===== config.mk =====
export PLATFORM = sky130hd
export DESIGN_NAME = fifo_flags
export DESIGN_NICKNAME = d
export VERILOG_FILES = /design/src/rtl/fifo_flags.sv
export SDC_FILE = /design/constraint.sdc
export NUM_CORES = 1
export LEC_CHECK = 0
export BUFFER_PORTS_ARGS = -buffer_cell sky130_fd_sc_hd__clkbuf_2
export CAP_MARGIN = 15
export CORE_MARGIN = 1.5
export CORE_UTILIZATION = 52
export DETAILED_ROUTE_END_ITERATION = 10
export GPL_TIMING_DRIVEN = 0
export PLACE_DENSITY_LB_ADDON = 0.1
export SLEW_MARGIN = 30
export SYNTH_ARGS = -nofsm -noshare
export SYNTH_HDL_FRONTEND = slang
export SYNTH_SLANG_ARGS = --single-unit

===== constraint.sdc =====
create_clock -name i_clk -period 5.63 [get_ports i_clk]
set_input_delay 0.563 -clock i_clk [delete_from_list [all_inputs] [get_ports i_clk]]
set_output_delay 0.563 -clock i_clk [all_outputs]
set_load 0.01 [all_outputs]

===== src/rtl/fifo_flags.sv =====
// fifo_flags: synchronous FIFO with show-ahead/registered read, programmable thresholds and sticky error flags
// Ports:
//   i_clk, i_reset_n_w          clock, asynchronous active-low reset
//   i_clear_w                   synchronous flush (pointers and sticky flags to zero)
//   i_data_w, i_write_w         write data and request
//   i_read_w                    read request (advances the head)
//   o_data_w, o_valid_w         read data; valid pulse (registered mode) or !empty (show-ahead)
//   i_afull_lvl_w, i_aempty_lvl_w  live almost-full / almost-empty thresholds
//   o_full_w, o_empty_w, o_afull_w, o_aempty_w  status flags from registered pointers
//   o_overflow_w, o_underflow_w sticky rejected-write / rejected-read flags
//   o_fill_bytes_w              current entry count
module fifo_flags #(
    parameter int FIFO_WIDTH = 8,
    parameter int FIFO_DEPTH = 4,
    parameter bit SHOW_AHEAD = 1
) (
    input  logic                  i_clk,
    input  logic                  i_reset_n_w,
    input  logic                  i_clear_w,
    input  logic [FIFO_WIDTH-1:0] i_data_w,
    input  logic                  i_write_w,
    input  logic                  i_read_w,
    output logic [FIFO_WIDTH-1:0] o_data_w,
    output logic                  o_valid_w,
    input  logic [FIFO_DEPTH:0]   i_afull_lvl_w,
    input  logic [FIFO_DEPTH:0]   i_aempty_lvl_w,
    output logic                  o_full_w,
    output logic                  o_empty_w,
    output logic                  o_afull_w,
    output logic                  o_aempty_w,
    output logic                  o_overflow_w,
    output logic                  o_underflow_w,
    output logic [FIFO_DEPTH:0]   o_fill_bytes_w
);
    localparam int CAP = 1 << FIFO_DEPTH;
    logic [FIFO_WIDTH-1:0] mem [CAP];
    logic [FIFO_DEPTH:0]   wr_ptr, rd_ptr;
    logic                  rd_ok, wr_ok;
    assign o_fill_bytes_w = wr_ptr - rd_ptr;
    assign o_empty_w      = wr_ptr == rd_ptr;
    // full: same slot, opposite wrap bit
    assign o_full_w       = (wr_ptr ^ rd_ptr) == {1'b1, {FIFO_DEPTH{1'b0}}};
    assign o_afull_w      = o_fill_bytes_w >= i_afull_lvl_w;
    assign o_aempty_w     = o_fill_bytes_w <= i_aempty_lvl_w;
    // a read frees a slot in the same edge, so a full FIFO still takes a write alongside it
    assign rd_ok = i_read_w && !o_empty_w && !i_clear_w;
    assign wr_ok = i_write_w && (!o_full_w || rd_ok) && !i_clear_w;
    always_ff @(posedge i_clk or negedge i_reset_n_w) begin
        if (!i_reset_n_w) begin
            wr_ptr        <= '0;
            rd_ptr        <= '0;
            o_overflow_w  <= 1'b0;
            o_underflow_w <= 1'b0;
        end else if (i_clear_w) begin
            wr_ptr        <= '0;
            rd_ptr        <= '0;
            o_overflow_w  <= 1'b0;
            o_underflow_w <= 1'b0;
        end else begin
            if (wr_ok) wr_ptr <= wr_ptr + 1'b1;
            if (rd_ok) rd_ptr <= rd_ptr + 1'b1;
            if (i_write_w && !wr_ok) o_overflow_w <= 1'b1;
            if (i_read_w && !rd_ok) o_underflow_w <= 1'b1;
        end
    end
    always_ff @(posedge i_clk) begin
        if (wr_ok) mem[wr_ptr[FIFO_DEPTH-1:0]] <= i_data_w;
    end
    if (SHOW_AHEAD) begin : g_show_ahead
        assign o_data_w  = mem[rd_ptr[FIFO_DEPTH-1:0]];
        assign o_valid_w = !o_empty_w;
    end else begin : g_registered
        logic [FIFO_WIDTH-1:0] rdata;
        logic                  rvalid;
        always_ff @(posedge i_clk or negedge i_reset_n_w) begin
            if (!i_reset_n_w) begin
                rdata  <= '0;
                rvalid <= 1'b0;
            end else begin
                rvalid <= rd_ok;
                if (rd_ok) rdata <= mem[rd_ptr[FIFO_DEPTH-1:0]];
            end
        end
        assign o_data_w  = rdata;
        assign o_valid_w = rvalid;
    end
endmodule


==> results.cfg <==
[outcome]
status = finished clean

[synth]
synth_top_area_cell = edfxtp_1
syn-instance-count = 337
postSynth.asyncResetShare_pct = 8.57
mappedNetlistNets = 380
main_combinational_cell_family_by_area_after_synthesis = multiplexers
post_synth_main_area_contributors = edfxtp_1 65%, mux4_2 12%, dfrtp_1 5.1%
postSynth.topFlopCell = edfxtp_1
synth_simple_gate_area_share_pct = 4.63
number_of_synthesized_flops_with_an_enable_pin = 128
synth.area.mux_share_pct = 12.7
yosysSeqAreaShare_pct = 70.0
yosysWarningCount = 0
post_synthesis_mean_instance_area_um2 = 17.6
synth.lib_cells_used.distinct = 35
synth_xor_xnor_area_share_pct = 1.61
netlist_area_mm2 = 0.00592
synth-compound-area-share_pct = 4.69
ys_seq_elements = 140
synth-adder-area-share_pct = 4.35
synth_top_area_share_pct = 64.9

[pwr]
power.static_leakage_nw = 2.49
power.total_mw = 2.78
power.density_cell_area_mw_per_mm2 = 398
vdd_drop_max_mv = 0.265

[sta]
timing.final.crit_share_pct = 71.7
finClkSkew_ps = 6.67
period_minus_slack_ps = 4040
unrepaired_setup_endpoints_after_global_routing = false
final_setup_violation_count = 0
timing.final.ws_setup_ps = 1590
slew_headroom_pct = 40.1
finalHoldWorstSlack_ps = 35.9
finalHoldViolations = 0
tightestPinTransition_ps = 895
report.final.slew_viol_count = 0
fin_tns_setup_ps = 0
maxClockFrequency_ghz = 0.248

[drt]
route.detailed.drc = 0
avgViaCountPerCell = 5.74
totalWireLength_um = 12000
route.detailed.wl_per_inst_um = 21.7
drt_iter0_markers = 255
vias = 3167
route.antenna.remaining_nets = 0
drtPass1Iterations = 5

[setup_path]
kind_of_start_point_of_the_critical_path = flip-flop
crit_path_max_fanout = 10
regToRegEndpoint = mem[4][6]
critPathRequiredTime_ps = 5070
critPathCapture = o_aempty_w
worst_endpoint_data_arrival_time_ps = 3470
setup.worst_path.start = rd_ptr[1]
type_of_the_setup_path_with_the_least_slack = reg -> out
setup.worst_path.end_class = output port
rrSetupSlack_ps = 1870
timing.reg2reg.worst_path_depth = 8
worstReg2RegStart = rd_ptr[1]

[placement]
dpl.hpwl_um = 7740
place_ws_ps = 1780
gp_congestion = 0.799
place.port_buffers = 42

[clock_tree]
tritoncts_clock_tree = done
cts_resized = 0
numCtsBuffers = 17
clock_tree.htree_level_count = 4
postCtsSetupRepairBufs = 0
clock_path_buffers = 2
cts_num_sinks = 140
clkSlewWorstSetupHoldPaths_ps = 60
cts.root.buffer_cell = clkbuf_16
post_cts_hold_buffer_count = 0
clock_network_latency_to_the_later_pin_of_the_worst_skew_pair_ps = 410

[global_routing]
first_global_vias = 3301
global_route.overflow_total = 0
antenna_found_initial = 0
grt_util_all_layers_pct = 22.4
grt_start_max_net_pins = 17
first_pass_grt_wire_length_um = 18400

[floorplanning]
initial_core_util_pct = 53.9
placement_rows = 38
floorplan.die.width_um = 110
dieHeight_um = 110
boundaryPins = 43
core_area_mm2 = 0.0110
die_area_mm2 = 0.0120

[finish]
finish.net_count = 442
share_of_the_core_filled_with_cells_pct = 63.6
proportion_of_layout_cells_with_a_drive_suffix_above_1_pct = 28.6
area_delta_synth_final_pct = 18.0
antennaDiodeCount = 0

[min_path]
hold_path.class = in -> async

[flow_run]
timing.max_cap.violations = 0
==> final cells by class <==
type | instances | area (µm²)
Sequential cell | 140 | 4140
Fill cell | 779 | 4000
Multi-Input combinational cell | 167 | 1680
Clock buffer | 18 | 429
Clock inverter | 14 | 219
Timing Repair Buffer | 43 | 218
Tap cell | 140 | 175
Inverter | 18 | 67.6
Buffer | 12 | 53.8
==> sequential cells by signal, indices dropped and copies added, names as in the netlist <==
signal	count
mem	128
o_overflow_w	1
o_underflow_w	1
rd_ptr	5
wr_ptr	5
==> metal layers <==
layer	global-route usage (%)	part of all wire (%)
met4	8.72	1.2
met1	31.4	47
met2	34.6	48
met5	0	0
met3	5.04	3.9
==> logic make-up after synthesis <==
kind of cell | count (synthesis)
DFF | 140
and+or+nand+nor | 61
AOI/OAI and AO/OA | 41
muxes | 35
buffers and inverters | 30
adders and majority gates | 20
xor gates and xnor gates | 10
==> how the worst min path moves through the flow <==
stage | startpoint | end
floorplan | i_reset_n_w | o_overflow_w
global placement | i_reset_n_w | o_underflow_w
detailed placement | i_reset_n_w | o_underflow_w
CTS | i_reset_n_w | rd_ptr[3]
global route | i_reset_n_w | o_overflow_w
finish | i_reset_n_w | o_overflow_w
==> cell usage after synthesis, drive strengths merged (2+ instances only) <==
master and number:
nand3 3, or3 3, mux2i 3, nand2 15, a22oi 16, o21ai 6
clkbuf 6, nand2b 4, a31oi 2, a21oi 8, buf 6, xnor2 7
inv 18, nor3 4, mux4 32, nor2 26, nand4 2, xor2 3
edfxtp 128, dfrtp 12, ha 19, a311oi 2, a21o 4
==> worst max-delay path, cell delays in order, from the launching register on <==
cell and delay (ps):
dfrtp_1 340, buf_2 230, buf_1 580, inv_1 180, fa_1 460, a21o_1 170, a21oi_1 170, xnor2_1 230
ha_1 320, mux2i_1 120, a21o_1 150, clkbuf_2 120
==> through the flow <==
stage	instances	instance area [µm²]
floorplan	337	5920
global placement	519	6310
detailed placement	520	6340
CTS	552	6990
global route	552	6990
finish	552	6990
==> placed cells by master (no fill, tap or decap), types with 2 or more instances in the layout <==
| cell type | count |
|---|---|
| nand2b_1 | 4 |
| a311oi_1 | 2 |
| xor2_1 | 2 |
| nand3_1 | 3 |
| a21o_1 | 4 |
| or3_1 | 3 |
| nand2_1 | 15 |
| nand4_1 | 2 |
| a22oi_1 | 16 |
| mux4_2 | 32 |
| nor2_1 | 26 |
| bufinv_16 | 5 |
| xnor2_1 | 7 |
| clkbuf_1 | 7 |
| inv_1 | 18 |
| o21ai_0 | 5 |
| buf_4 | 2 |
| buf_2 | 4 |
| clkbuf_2 | 42 |
| a21oi_1 | 8 |
| edfxtp_1 | 128 |
| nor3_2 | 4 |
| mux2i_1 | 3 |
| clkinvlp_4 | 4 |
| clkinv_4 | 3 |
| dfrtp_1 | 12 |
| a31oi_1 | 2 |
| ha_1 | 19 |
| clkbuf_16 | 17 |
==> power breakdown <==
part / leakage, nW / switching (mW) / internal [mW]
clock: 0.300 / 0.420 / 0.787
combinational: 0.870 / 0.226 / 0.196
sequential: 1.32 / 0.00781 / 1.15
No activity file was read; power rests on OpenSTA's default activity.
